==> src/rtl/sync_porch_gen.sv <==
// VGA sync generator: turns active-video flags into porched, active-low HSYNC/VSYNC
// with a 2-cycle aligned colour/count pipeline. Optional check logic: SYNC_TIMING_CHECK_EN.
module sync_porch_gen #(
  parameter int H_FRONT_PORCH = 16,
  parameter int H_SYNC_WIDTH  = 96,
  parameter int V_FRONT_PORCH = 10,
  parameter int V_SYNC_WIDTH  = 2,
  parameter int VIDEO_WIDTH   = 3,
  parameter int CNT_WIDTH     = 10
) (
  input  logic                   i_Clk,
  input  logic                   i_Reset,
  input  logic                   i_h_active,
  input  logic                   i_v_active,
  input  logic [9:0]             i_col_num,
  input  logic [9:0]             i_row_num,
  input  logic [VIDEO_WIDTH-1:0] i_red,
  input  logic [VIDEO_WIDTH-1:0] i_grn,
  input  logic [VIDEO_WIDTH-1:0] i_blu,
  output logic                   o_h_sync,
  output logic                   o_v_sync,
  output logic [VIDEO_WIDTH-1:0] o_red,
  output logic [VIDEO_WIDTH-1:0] o_grn,
  output logic [VIDEO_WIDTH-1:0] o_blu,
  output logic [9:0]             o_col_num,
  output logic [9:0]             o_row_num,
  output logic                   o_timing_err
);

  // state  | meaning
  // WAIT   | after reset, no edge seen yet; sync inactive
  // ACTIVE | inside visible region
  // FRONT  | front porch, counting cycles (H) or lines (V)
  // SYNC   | sync pulse low, counting cycles (H) or lines (V)
  // BACK   | back porch, waiting for the next active rise
  typedef enum logic [2:0] {ST_WAIT, ST_ACTIVE, ST_FRONT, ST_SYNC, ST_BACK} state_t;

  localparam logic [CNT_WIDTH-1:0] CNT_MAX   = {CNT_WIDTH{1'b1}};
  localparam logic [CNT_WIDTH-1:0] H_FP_LAST = CNT_WIDTH'(H_FRONT_PORCH - 1);
  localparam logic [CNT_WIDTH-1:0] H_SW_LAST = CNT_WIDTH'(H_SYNC_WIDTH - 1);
  localparam logic [CNT_WIDTH-1:0] V_FP_LAST = CNT_WIDTH'(V_FRONT_PORCH - 1);
  localparam logic [CNT_WIDTH-1:0] V_SW_LAST = CNT_WIDTH'(V_SYNC_WIDTH - 1);

  state_t r_h_state, w_h_state_nxt, r_v_state, w_v_state_nxt;
  logic [CNT_WIDTH-1:0] r_h_cnt, w_h_cnt_nxt, r_v_cnt, w_v_cnt_nxt;
  logic [CNT_WIDTH-1:0] w_h_cnt_inc, w_v_cnt_inc;

  logic                   r_h_d1, r_v_d1;
  logic [VIDEO_WIDTH-1:0] r_red_d1, r_grn_d1, r_blu_d1;
  logic [9:0]             r_col_d1, r_row_d1;

  logic                   r_h_sync, r_v_sync;
  logic [VIDEO_WIDTH-1:0] r_red, r_grn, r_blu;
  logic [9:0]             r_col, r_row;

  logic w_h_fall, w_h_rise, w_v_fall, w_v_rise;

  // First pipeline stage doubles as the edge-detect history.
  assign w_h_fall = r_h_d1 & ~i_h_active;
  assign w_h_rise = ~r_h_d1 & i_h_active;
  assign w_v_fall = r_v_d1 & ~i_v_active;
  assign w_v_rise = ~r_v_d1 & i_v_active;

  assign w_h_cnt_inc = (r_h_cnt == CNT_MAX) ? r_h_cnt : r_h_cnt + CNT_WIDTH'(1);
  assign w_v_cnt_inc = (r_v_cnt == CNT_MAX) ? r_v_cnt : r_v_cnt + CNT_WIDTH'(1);

  always_ff @(posedge i_Clk) begin
    if (i_Reset) begin
      r_h_state <= ST_WAIT;
      r_v_state <= ST_WAIT;
      r_h_cnt   <= '0;
      r_v_cnt   <= '0;
    end else begin
      r_h_state <= w_h_state_nxt;
      r_v_state <= w_v_state_nxt;
      r_h_cnt   <= w_h_cnt_nxt;
      r_v_cnt   <= w_v_cnt_nxt;
    end
  end

  always_comb begin
    w_h_state_nxt = r_h_state;
    w_h_cnt_nxt   = r_h_cnt;
    case (r_h_state)
      ST_WAIT: begin
        if (w_h_rise) begin
          w_h_state_nxt = ST_ACTIVE;
        end else if (w_h_fall) begin
          w_h_state_nxt = ST_FRONT;
          w_h_cnt_nxt   = '0;
        end
      end
      ST_ACTIVE: begin
        if (w_h_fall) begin
          w_h_state_nxt = ST_FRONT;
          w_h_cnt_nxt   = '0;
        end
      end
      ST_FRONT: begin
        if (w_h_rise) begin
          w_h_state_nxt = ST_ACTIVE;
        end else if (r_h_cnt == H_FP_LAST) begin
          w_h_state_nxt = ST_SYNC;
          w_h_cnt_nxt   = '0;
        end else begin
          w_h_cnt_nxt = w_h_cnt_inc;
        end
      end
      ST_SYNC: begin
        if (w_h_rise) begin
          w_h_state_nxt = ST_ACTIVE;
        end else if (r_h_cnt == H_SW_LAST) begin
          w_h_state_nxt = ST_BACK;
        end else begin
          w_h_cnt_nxt = w_h_cnt_inc;
        end
      end
      ST_BACK: if (w_h_rise) w_h_state_nxt = ST_ACTIVE;
      default: w_h_state_nxt = ST_WAIT;
    endcase
  end

  // Vertical machine only advances on line ends (h_fall).
  always_comb begin
    w_v_state_nxt = r_v_state;
    w_v_cnt_nxt   = r_v_cnt;
    case (r_v_state)
      ST_WAIT: begin
        if (w_v_rise) begin
          w_v_state_nxt = ST_ACTIVE;
        end else if (w_v_fall) begin
          w_v_state_nxt = ST_FRONT;
          w_v_cnt_nxt   = '0;
        end
      end
      ST_ACTIVE: begin
        if (w_v_fall) begin
          w_v_state_nxt = ST_FRONT;
          w_v_cnt_nxt   = '0;
        end
      end
      ST_FRONT: begin
        if (w_v_rise) begin
          w_v_state_nxt = ST_ACTIVE;
        end else if (w_h_fall) begin
          if (r_v_cnt == V_FP_LAST) begin
            w_v_state_nxt = ST_SYNC;
            w_v_cnt_nxt   = '0;
          end else begin
            w_v_cnt_nxt = w_v_cnt_inc;
          end
        end
      end
      ST_SYNC: begin
        if (w_v_rise) begin
          w_v_state_nxt = ST_ACTIVE;
        end else if (w_h_fall) begin
          if (r_v_cnt == V_SW_LAST) w_v_state_nxt = ST_BACK;
          else                      w_v_cnt_nxt   = w_v_cnt_inc;
        end
      end
      ST_BACK: if (w_v_rise) w_v_state_nxt = ST_ACTIVE;
      default: w_v_state_nxt = ST_WAIT;
    endcase
  end

  always_ff @(posedge i_Clk) begin
    if (i_Reset) begin
      r_h_d1   <= 1'b0;
      r_v_d1   <= 1'b0;
      r_red_d1 <= '0;
      r_grn_d1 <= '0;
      r_blu_d1 <= '0;
      r_col_d1 <= '0;
      r_row_d1 <= '0;
      r_h_sync <= 1'b1;
      r_v_sync <= 1'b1;
      r_red    <= '0;
      r_grn    <= '0;
      r_blu    <= '0;
      r_col    <= '0;
      r_row    <= '0;
    end else begin
      r_h_d1   <= i_h_active;
      r_v_d1   <= i_v_active;
      r_red_d1 <= i_red;
      r_grn_d1 <= i_grn;
      r_blu_d1 <= i_blu;
      r_col_d1 <= i_col_num;
      r_row_d1 <= i_row_num;
      // State register already lags the input by one cycle, so one more stage aligns sync.
      r_h_sync <= (r_h_state != ST_SYNC);
      r_v_sync <= (r_v_state != ST_SYNC);
      r_red    <= (r_h_d1 & r_v_d1) ? r_red_d1 : '0;
      r_grn    <= (r_h_d1 & r_v_d1) ? r_grn_d1 : '0;
      r_blu    <= (r_h_d1 & r_v_d1) ? r_blu_d1 : '0;
      r_col    <= r_col_d1;
      r_row    <= r_row_d1;
    end
  end

  assign o_h_sync  = r_h_sync;
  assign o_v_sync  = r_v_sync;
  assign o_red     = r_red;
  assign o_grn     = r_grn;
  assign o_blu     = r_blu;
  assign o_col_num = r_col;
  assign o_row_num = r_row;

`ifdef SYNC_TIMING_CHECK_EN
  logic w_h_bad, w_v_bad, r_timing_err;

  assign w_h_bad = ((r_h_state == ST_FRONT) || (r_h_state == ST_SYNC)) &&
                   (w_h_rise || (r_h_cnt == CNT_MAX));
  assign w_v_bad = ((r_v_state == ST_FRONT) || (r_v_state == ST_SYNC)) &&
                   (w_v_rise || (r_v_cnt == CNT_MAX));

  always_ff @(posedge i_Clk) begin
    if (i_Reset) r_timing_err <= 1'b0;
    else         r_timing_err <= r_timing_err | w_h_bad | w_v_bad;
  end

  assign o_timing_err = r_timing_err;
`else
  assign o_timing_err = 1'b0;
`endif

endmodule

==> config.mk <==
export PLATFORM = sky130hd
export DESIGN_NAME = sync_porch_gen
export DESIGN_NICKNAME = d
export VERILOG_FILES = /design/src/rtl/sync_porch_gen.sv
export SDC_FILE = /design/constraint.sdc
export NUM_CORES = 1
export LEC_CHECK = 0
export CORE_ASPECT_RATIO = 0.5
export CORE_MARGIN = 10
export CORE_UTILIZATION = 35
export CTS_CLUSTER_DIAMETER = 150
export CTS_CLUSTER_SIZE = 8
export DETAILED_ROUTE_END_ITERATION = 16
export HOLD_SLACK_MARGIN = 0.02
export PLACE_DENSITY = 0.7
export SLEW_MARGIN = 20
export SYNTH_ARGS = -nofsm -noshare
export SYNTH_HDL_FRONTEND = slang
export SYNTH_SLANG_ARGS = --single-unit
export TNS_END_PERCENT = 30
==> constraint.sdc <==
create_clock -name i_Clk -period 2.5 [get_ports i_Clk]
set_clock_uncertainty 0.05 [all_clocks]
set_input_delay 0.75 -clock i_Clk [delete_from_list [all_inputs] [get_ports i_Clk]]
set_output_delay 0.75 -clock i_Clk [all_outputs]
set_load 0.1 [all_outputs]
# [Yosys cells after proc, flatten, opt, wreduce, memory -nomap -nowiden]
# Cells that the tools add are included.
# W data, S select, Z words.
[totals] regBits=88 latchBits=0 ram_bits=0 rom_bits=0 inputBits=33 output_inout_bits=32 elab_cells=109 n_memories=0
[op_classes] add_sub_neg=2 multipliers=0 div=0 n_lt_le_gt_ge=0 eq_ne=34 n_shift=0 muxes=36 bitwise=10 reduce_logical=9
[op_table] op="$mux W10" count=16
[op_table] op="$pmux W10 S4" count=2
[op_table] op="$mux W3" count=16
[op_table] op="$pmux W3 S5" count=2
[op_table] op="$ne A2 B2 Y1 const B" count=12
[op_table] op="$add A10 B1 Y10 const B" count=2
[op_table] op="$eq A10 B10 Y1 const B" count=2
[op_table] op="$eq A10 B4 Y1 const B" count=2
[op_table] op="$ne A3 B3 Y1 const B" count=6
[op_table] op="$eq A3 B2 Y1 const B" count=4
[op_table] op="$eq A10 B1 Y1 const B" count=1
[op_table] op="$eq A10 B7 Y1 const B" count=1
[op_table] op="$reduce_and A5 Y1" count=2
[op_table] op="$reduce_bool A4 Y1" count=2
[op_table] op="$reduce_and A7 Y1" count=1
[op_table] op="$eq A3 B1 Y1 const B" count=2
[op_table] op="$eq A3 B3 Y1 const B" count=2
[op_table] op="$logic_not A3 Y1" count=2
[op_table] op="$ne A3 B2 Y1 const B" count=2
[op_table] op="$and A1 B1 Y1" count=5
[op_table] op="$not A1 Y1" count=5
[op_table] op="$reduce_and A3 Y1" count=1
[op_table] op="$reduce_or A2 Y1" count=1

# [Depth between registers and ports, before layout]
# Gate-level depths: netlist (run 1).
[depth] word_depth=6 depth_mapped=7

# [Worst setup path after synthesis (run 1)]
# No wires, ideal clock.
[synth_path] kind="input to register" startpoint="input port i_h_active" endpoint="register r_h_cnt[7]" arrival_time_ps=2058 slack_ps=322 cell_stages=5 path_cell_list="nor2b_1 -> nand2b_1 -> a21o_1 -> or4_2 -> a21oi_1"
[synth_via] elab_chain_cells=5
[synth_lines] element="start: declaration" line="13" source="input logic i_h_active,"
[synth_lines] element="$not A1 Y1" line="59" source="assign w_h_fall = r_h_d1 & ~i_h_active;"
[synth_lines] element="$and A1 B1 Y1" line="59"
[synth_lines] element="$mux W10 (2 in a row)"
[synth_lines] element="$pmux W10 S4"
[synth_lines] element="end signal: assignment" line="76" source="r_h_cnt <= w_h_cnt_nxt;"
[synth_lines] element="end: declaration" line="45" source="logic [CNT_WIDTH-1:0] r_h_cnt, w_h_cnt_nxt, r_v_cnt, w_v_cnt_nxt;"
# Several ways; a longest one is shown, not always the timed one. The select of a mux whose other input is x is not followed.
# A chain may end at the register's enable or synchronous reset.

# [Worst setup path in the final report (run 1)]
# Ends and elaborated chain as after synthesis.

==> results of run 1 <==
[synthesized netlist by cell type (5+ instances only)]
cell,count,area [µm²]
xnor2_1,5,43.8
nand2_1,9,33.8
nor2_1,18,67.6
inv_1,10,37.5
nand3_1,12,60.1
clkbuf_1,12,45.0
a21oi_1,11,55.1
nand4_1,6,37.5
and3_1,5,31.3
and2_1,9,56.3
dfxtp_1,88,1760
o31ai_1,5,37.5
a31oi_1,6,37.5
a211oi_1,9,67.6
nor3_1,12,60.1
nor2b_1,57,357
[worst reg2reg max path, stage by stage, from the launching register on]
cell,delay [ps]
dfxtp_1,370
or4_4,580
or4b_4,570
a21oi_4,260
or4_2,160
a21oi_1,50
[cell usage in the layout, fill, tap and decap left out, types with 5 or more instances in the layout]
| master | n |
|---|---|
| clkdlybuf4s50_1 | 31 |
| nor3_1 | 12 |
| nand3_1 | 12 |
| xnor2_1 | 5 |
| a21oi_1 | 11 |
| inv_1 | 10 |
| a211oi_1 | 9 |
| buf_4 | 49 |
| and3_1 | 5 |
| dfxtp_1 | 88 |
| and2_1 | 9 |
| nor2_1 | 18 |
| o31ai_1 | 5 |
| a31oi_1 | 6 |
| nand2_1 | 9 |
| nor2b_1 | 57 |
| clkbuf_16 | 9 |
| nand4_1 | 6 |
[state kept, by name, summed over array words and instances (netlist names), 10 cells and up]
register   cells
r_v_cnt       10
r_row_d1      10
o_row_num     10
r_col_d1      10
o_col_num     10
r_h_cnt       10
[power by group through the flow]
stage | logic [mW] | registers (mW) | clock network, mW
2_1_floorplan | 0.103 | 1.60 | 0
3_3_place_gp | 0.307 | 1.50 | 0
3_5_place_dp | 0.310 | 1.50 | 0
4_1_cts | 0.311 | 1.47 | 1.42
5_1_grt | 0.330 | 1.48 | 1.48
6_report | 0.308 | 1.47 | 1.38
[through the flow]
stage	power, mW	hold slack, ps	area [µm²]	setup WS [ps]
3_5_place_dp	1.81	366	4050	-90.5
3_3_place_gp	1.81	359	4050	-57.7
4_1_cts	3.20	381	4360	268
6_report	3.16	377	4360	274
2_1_floorplan	1.70	355	3270	322
5_1_grt	3.29	386	4360	79.9
[area by class of cell]
cell class | count | area share, %
clock buffer | 10 | 5.48
clock inverter | 6 | 1.75
inverter | 10 | 0.861
multi-input combinational | 220 | 32.5
sequential | 88 | 40.4
tap | 117 | 3.36
timing repair buffer | 81 | 15.7
[kinds of logic after synthesis]
family | synth area share, %
simple gates | 27.8
flops | 53.8
compound gates | 12.7
buf+inv | 2.91
xor+xnor | 1.61
fa+ha+maj | 1.15
other cells | 0.115
[how the worst max path moves through the flow]
stage / from / end / slack [ps] / cells after the start
5_1_grt: i_h_active / r_v_cnt[5] / 80 / 8
6_report: i_h_active / r_h_cnt[7] / 270 / 6
3_3_place_gp: i_h_active / r_h_cnt[7] / -60 / 6
4_1_cts: i_h_active / r_v_cnt[1] / 270 / 8
2_1_floorplan: i_h_active / r_h_cnt[7] / 320 / 5
3_5_place_dp: i_h_active / r_h_cnt[7] / -90 / 6
[metal layers]
| metal | wire length (µm) | vias up | track usage, % |
|---|---|---|---|
| li1 | - | 1330 | - |
| met1 | 3240 | 1175 | 12.1 |
| met2 | 3360 | 57 | 17.3 |
| met3 | 380 | 12 | 3.73 |
| met4 | 132 | 0 | 5.45 |
| met5 | 0 | - | 0 |
==> reports/results.ini, run 1 <==
[worst_hold_path]
worstHoldPathCells = 1
holdCritPathClass = register to register
worstHoldEndpoint = o_grn[0]
hold_path.startpoint = r_grn_d1[0]

[logic_synthesis]
synthesis.instances = 332
syn_area_per_cell_um2 = 9.86
synth_cell_type_count = 51
yosysWarningCount = 0
synth_flop_cell = dfxtp_1
synth.ff_latch_count = 88
async_set_reset_flop_share_out_of_synthesis_pct = 0
synthesis.nets = 368
synth_area_um2 = 3270
synth_seq_area_share_pct = 53.8
synth_enable_flop_cells = 0

[sta]
final_hold_vios = 0
fmax_mhz = 449
report.final.slew_viol_count = 0
rsz0062_at_grt = false
final_worst_path_period_need_ps = 2230
fin_tns_setup_ps = 0
count_of_endpoints_failing_setup_in_the_final_report = 0
fin_crit_sh_pct = 89.0

[run]
cap_violations = 0

[floorplan]
floorplan.die_area_um2 = 13900
fp.dieH_um = 88.4
core.rowCount = 24
core-area_um2 = 8920
ioPinCount = 65
die_w_um = 157
floorplan.initialDensity_pct = 36.7

[placement]
place.gp.congestion = 0.896
buffer_ports.inserted = 63
count_of_placed_standard_cells_including_taps = 516
place_hpwl_um = 5230

[pwr]
power.switching_mw = 0.769
combinational_power_share_pct = 9.8
worst_ir_drop_vdd_v = 0.000296
p_leak_nw = 1.68
internal-power_mw = 2.39
pwr-share-clk_pct = 43.6
swShare_pct = 24.4
sequentialPowerShare_pct = 46.7
cellPowerDensity_nw_per_um2 = 724

[global_route]
aggregate_global_route_resource_usage_pct = 10.5
grt_start_max_net_pins = 30
initial_antenna_violation_count = 0
grt_remaining_overflow = 0
vias_in_the_first_global_route = 2415
grt_first_pass_wirelength_um = 11600

[detailed_routing]
drcViolationCount = 0
average_vias_per_placed_instance = 4.84
vias = 2574
wl_um = 7120
drt_pre_antenna_iters = 4
wl_per_cell_um = 13.4
initialDrtViolationCount = 164
antenna_left = 0

[setup_path]
cp-end-kind = register
worst-setup-path-type = input port to register
path_delay_family = simple AND/OR/NAND/NOR gates
path_max_fanout = 2
ff2ff_setup_slack_ps = 350
critPathLaunchType = input port
cp_max_stage_delay_ps = 630
path_buf_inv = 1
reg2regPathDepth = 5
worstReg2RegEnd = r_h_cnt[7]
critical_path_slowest_stage_cell = or4_2
crit_chain = clkdlybuf4s50_1, nor2b_1, nand2b_1, a21o_1, or4_2, a21oi_1
critical_path_required_ps = 2720
worst_ep_arrival_ps = 2440
reg2reg_from = r_h_cnt[5]

[layout]
layout.area.seq_um2 = 1760
nNetsFinal = 446
multi_input_comb_area_um2 = 1420
antenna_cells = 0
final_util_pct = 48.9
layout-area-overhead-vs-synth_pct = 33.2
drive_gt1_share_pct = 18.3
final_cell_count_no_fill = 532
nFillCells = 807

[clock_network]
maximum_buffer_depth_of_the_clock_tree = 2
clock-root-buffer = clkbuf_16
number_of_buffers_created_by_cts = 9
cts_tree = built
post-cts-setup-buffer-count = 0
cts.repair.resized = 0
clk_pin_slew_worst_paths_ps = 60
cts_num_sinks = 88
worstSkewPairLatency_ps = 330
cts.hold.buffers_added = 0
cts_h_tree_lvls = 3

[status]
outcome = finished, final reports clean

No activity file was read; power rests on OpenSTA's default activity.
==> run 2: changes to the inputs <==
--- a/config.mk
+++ b/config.mk
@@ -6,13 +6,12 @@
 export NUM_CORES = 1
 export LEC_CHECK = 0
 export CORE_ASPECT_RATIO = 0.5
-export CORE_MARGIN = 10
-export CORE_UTILIZATION = 35
+export CORE_UTILIZATION = 50
 export CTS_CLUSTER_DIAMETER = 150
 export CTS_CLUSTER_SIZE = 8
 export DETAILED_ROUTE_END_ITERATION = 16
 export HOLD_SLACK_MARGIN = 0.02
-export PLACE_DENSITY = 0.7
+export PLACE_DENSITY = 0.9
 export SLEW_MARGIN = 20
 export SYNTH_ARGS = -nofsm -noshare
 export SYNTH_HDL_FRONTEND = slang
==> reports/results.ini, run 2 (synthesized netlist as in run 1, its figures left out) <==
[placement]
post_dp_cell_area_um2 = 3990  ; -1.5%
count_of_placed_standard_cells_including_taps = 484  ; -6.2%
place.gp.congestion = 0.907  ; +1.2%
buffer_ports.inserted = 63  ; unchanged
dp_slack_ps = -166  ; -75.4 ps
place_hpwl_um = 5080  ; -2.8%

[pwr]
worst_ir_drop_vdd_v = 0.000369  ; +25%
p_leak_nw = 1.65  ; -2.2%
totalPowerFinal_mw = 3.03  ; -4.1%
cellPowerDensity_nw_per_um2 = 709  ; -2.0%

[sta]
final_hold_vios = 0  ; unchanged
fin_tns_setup_ps = 0  ; unchanged
hold-worst-slack_ps = 376  ; -0.444 ps
fin_crit_sh_pct = 93.0  ; +4.0 points
report.final.slew_viol_count = 0  ; unchanged
rsz0062_at_grt = false
finalWorstSetupSlack_ps = 175  ; -99.8 ps
fmax_mhz = 430  ; -4.3%
count_of_endpoints_failing_setup_in_the_final_report = 0  ; unchanged
final_worst_path_period_need_ps = 2330  ; +99.8 ps

[layout]
multi_input_comb_area_um2 = 1420  ; unchanged
layout.cells.most_common = dfxtp_1
final_cell_count_no_fill = 500  ; -6.0%
antenna_cells = 0  ; unchanged
layout.area.seq_um2 = 1760  ; unchanged
nFillCells = 414  ; -49%
final_util_pct = 69.0  ; +20 points
drive_gt1_share_pct = 17.5  ; -0.84 points
nNetsFinal = 443  ; -0.67%
layout-area-overhead-vs-synth_pct = 30.4
postLayoutCellArea_um2 = 4270  ; -2.2%
mostFrequentLayoutCells = 88 x dfxtp_1, 57 x nor2b_1, 46 x buf_4, 31 x clkdlybuf4s50_1, 18 x nor2_1

[detailed_routing]
vias = 2680  ; +4.1%
initialDrtViolationCount = 176  ; +7.3%
average_vias_per_placed_instance = 5.36  ; +11%
wl_um = 7080  ; -0.59%
wl_per_cell_um = 14.2  ; +5.8%
drcViolationCount = 0  ; unchanged
antenna_left = 0  ; unchanged
drt_pre_antenna_iters = 5  ; +1

[clock_network]
clk_pin_slew_worst_paths_ps = 60  ; about the same
number_of_buffers_created_by_cts = 9  ; unchanged
post-cts-setup-buffer-count = 0  ; unchanged
cts_num_sinks = 88  ; unchanged
maximum_buffer_depth_of_the_clock_tree = 2  ; unchanged
cts_h_tree_lvls = 3  ; unchanged
cts_tree = built
worstSkewPairLatency_ps = 330  ; about the same
cts.repair.resized = 0  ; unchanged
cts.hold.buffers_added = 0  ; unchanged
clock-root-buffer = clkbuf_16

[floorplan]
floorplan.initialDensity_pct = 53.0  ; +16 points
core-area_um2 = 6180  ; -31%
die_w_um = 116  ; -26%
core.rowCount = 20  ; -17%
fp.dieH_um = 59.2  ; -33%
floorplan.die_area_um2 = 6890  ; -50%
ioPinCount = 65  ; unchanged

[global_route]
grt_start_max_net_pins = 50  ; +67%
vias_in_the_first_global_route = 2423  ; +0.33%
initial_antenna_violation_count = 0  ; unchanged
aggregate_global_route_resource_usage_pct = 21.6  ; +11 points
grt_remaining_overflow = 0  ; unchanged
grt_first_pass_wirelength_um = 11100  ; -4.7%

[setup_path]
ff2ff_setup_slack_ps = 320  ; -30 ps
critPathLaunchType = input port
worst-setup-path-type = input port to register
cp-end-kind = register
path_max_fanout = 4  ; +2
critical_path_required_ps = 2710  ; about the same
worst_ep_arrival_ps = 2530  ; +90 ps

[worst_hold_path]
holdCritPathClass = register to register

[run]
cap_violations = 0  ; unchanged

[status]
outcome = finished, final reports clean

run 2: worst max-delay path: stages:
cell	delay, ps
clkdlybuf4s50_1	450
nor2b_1	160
nand2b_1	150
a21o_1	200
or4_2	630
a21oi_1	180
run 2: path summary, 6_finish.rpt:
check	cells past startpoint	startpoint	to
setup / recovery	6	i_h_active	r_h_cnt[7]
hold / removal	1	r_blu_d1[2]	o_blu[2]
setup reg to reg	5	r_h_cnt[5]	r_h_cnt[3]
hold reg to reg	1	r_blu_d1[2]	o_blu[2]
run 2: area by class of cell:
class | count | share of cell area [%]
sequential | 88 | 41.3
multi-input combinational | 220 | 33.2
timing repair buffer | 78 | 15.5
clock buffer | 10 | 5.37
tap | 88 | 2.58
clock inverter | 6 | 1.20
inverter | 10 | 0.880
run 2: where the power goes:
group	total (mW)	internal, mW	switching [mW]
Clock	1.24	0.687	0.556
Sequential	1.47	1.45	0.0246
Combinational	0.307	0.117	0.191
Total	3.03	2.25	0.771
run 2: routing by layer:
metal | routed length [µm] | up-vias | track usage (%)
li1 | - | 1318 | -
met1 | 2850 | 1247 | 24.1
met2 | 3690 | 107 | 39.0
met3 | 460 | 8 | 7.46
met4 | 75 | 0 | 7.69
met5 | 0 | - | 0
==> run 3: changes to the inputs <==
--- a/config.mk
+++ b/config.mk
@@ -6,12 +6,13 @@
 export NUM_CORES = 1
 export LEC_CHECK = 0
 export CORE_ASPECT_RATIO = 0.5
-export CORE_UTILIZATION = 50
+export CORE_UTILIZATION = 35
 export CTS_CLUSTER_DIAMETER = 150
 export CTS_CLUSTER_SIZE = 8
 export DETAILED_ROUTE_END_ITERATION = 16
 export HOLD_SLACK_MARGIN = 0.02
-export PLACE_DENSITY = 0.9
+export PLACE_DENSITY = 0.7
+export SETUP_SLACK_MARGIN = 0.5
 export SLEW_MARGIN = 20
 export SYNTH_ARGS = -nofsm -noshare
 export SYNTH_HDL_FRONTEND = slang
==> reports/results.ini, run 3 (synthesized netlist as in run 1, its figures left out) <==
[status]
outcome = complete, but fails checks
failed_checks = DRC

[clock_network]
clock-root-buffer = clkbuf_16
worstSkewPairLatency_ps = 330  ; about the same
number_of_buffers_created_by_cts = 9  ; unchanged
clk_pin_slew_worst_paths_ps = 60  ; about the same
cts_num_sinks = 88  ; unchanged
cts_tree = built
cts_h_tree_lvls = 3  ; unchanged
maximum_buffer_depth_of_the_clock_tree = 2  ; unchanged

[layout]
antenna_cells = 0  ; unchanged
layout-area-overhead-vs-synth_pct = 37.1
final_cell_count_no_fill = 534  ; +6.8%
drive_gt1_share_pct = 23.7  ; +6.3 points
postLayoutCellArea_um2 = 4490  ; +5.2%
layout.cells.most_common = dfxtp_1
final_util_pct = 50.5  ; -19 points
nFillCells = 796  ; +92%
nNetsFinal = 448  ; +1.1%
mostFrequentLayoutCells = 83 x dfxtp_1, 55 x nor2b_1, 50 x buf_4, 29 x clkdlybuf4s50_1, 16 x nor2_1

[floorplan]
core-area_um2 = 8890  ; +44%
floorplan.die_area_um2 = 9770  ; +42%
die_w_um = 139  ; +19%
ioPinCount = 65  ; unchanged
fp.dieH_um = 70.4  ; +19%
core.rowCount = 24  ; +20%
floorplan.initialDensity_pct = 36.8  ; -16 points

[worst_hold_path]
holdCritPathClass = register to register
hold_path.startpoint = r_blu_d1[0]

[detailed_routing]
drt_pre_antenna_iters = 10  ; +5
initialDrtViolationCount = 159  ; -9.7%
drcViolationCount = 2  ; +2
antenna_left = 0  ; unchanged
wl_um = 6840  ; -3.3%
wl_per_cell_um = 12.8  ; -9.4%
average_vias_per_placed_instance = 4.85  ; -9.5%
vias = 2590  ; -3.4%

[setup_path]
critical_path_slowest_stage_cell = or4b_4
path_delay_family = simple AND/OR/NAND/NOR gates
worst_ep_arrival_ps = 2210  ; -320 ps
path_max_fanout = 5  ; +1
worst-setup-path-type = register to register
cp-end-kind = register
critPathLaunchType = register
critical_path_required_ps = 2670  ; -40 ps
ff2ff_setup_slack_ps = 450  ; +130 ps
reg2reg_from = r_h_cnt[7]
cp_max_stage_delay_ps = 600  ; -30 ps
crit_chain = or4_4, or4b_4, a21oi_4, or4_1, a21oi_1
path_buf_inv = 0  ; -1
worst_setup_path_startpoint = r_h_cnt[7]

[placement]
place.gp.congestion = 0.917  ; +1.1%
dp_slack_ps = -68.6  ; +97.3 ps
buffer_ports.inserted = 63  ; unchanged
post_dp_cell_area_um2 = 4040  ; +1.3%
count_of_placed_standard_cells_including_taps = 512  ; +5.8%
place_hpwl_um = 4760  ; -6.3%

[global_route]
global_route.peak_usage_layer = met2
use_met2_pct = 24.5  ; -14 points
grt_remaining_overflow = 0  ; unchanged
met3_capacity_usage_during_global_routing_pct = 5.42  ; -2.0 points
grt_start_max_net_pins = 40  ; -20%
vias_in_the_first_global_route = 2393  ; -1.2%
aggregate_global_route_resource_usage_pct = 14.5  ; -7.2 points
initial_antenna_violation_count = 0  ; unchanged
grt_use_met1_pct = 16.9  ; -7.2 points
grt_first_pass_wirelength_um = 11100  ; +0.25%

[sta]
finalWorstSetupSlack_ps = 451  ; +276 ps
count_of_endpoints_failing_setup_in_the_final_report = 0  ; unchanged
hold-worst-slack_ps = 375  ; -1.43 ps
report.final.slew_viol_count = 0  ; unchanged
final_hold_vios = 0  ; unchanged
rsz0062_at_grt = true
final_worst_path_period_need_ps = 2050  ; -276 ps
fin_crit_sh_pct = 82.0  ; -11 points
fmax_mhz = 488  ; +13%
fin_tns_setup_ps = 0  ; unchanged

[pwr]
worst_ir_drop_vdd_v = 0.000310  ; -16%
p_leak_nw = 1.70  ; +3.5%
cellPowerDensity_nw_per_um2 = 700  ; -1.2%
totalPowerFinal_mw = 3.14  ; +3.9%

[run]
cap_violations = 0  ; unchanged

==> run 3: worst paths after layout <==
kind,endpoint,cells after the start
max,r_h_cnt[5],5
min,o_blu[0],1
min reg2reg,o_blu[0],1
max reg2reg,r_h_cnt[5],5
==> run 3: repair_timing <==
| action | in CTS | in global routing |
|---|---|---|
| hold buffers | 0 | 0 |
| setup endpoints to repair | 22 | 22 |
| buffers inserted | 5 | 0 |
| gates cloned | 1 | 0 |
| pin swaps | 8 | 4 |
| gates resized for setup | 15 | 13 |
==> run 3: layer usage <==
layer / up-vias / routed length [µm]
li1: 1330 / -
met1: 1205 / 3030
met2: 49 / 3390
met3: 6 / 353
met4: 0 / 63
met5: - / 0
==> run 3: cell type report <==
cell class / count / area, µm² / share of cell area, %
clock buffers: 12 / 256 / 5.72
clock inverters: 4 / 51.3 / 1.14
inverters: 10 / 37.5 / 0.836
multi-input cells: 221 / 1540 / 34.2
flip-flops and latches: 88 / 1770 / 39.5
well taps: 117 / 146 / 3.26
repair buffers: 82 / 688 / 15.3
==> run 3: report_power, final <==
part / total, mW / switching [mW] / leakage [nW] / internal, mW
combinational: 0.316 / 0.192 / 0.829 / 0.123
sequential: 1.47 / 0.0233 / 0.725 / 1.45
clock: 1.35 / 0.525 / 0.149 / 0.830
total: 3.14 / 0.740 / 1.70 / 2.40
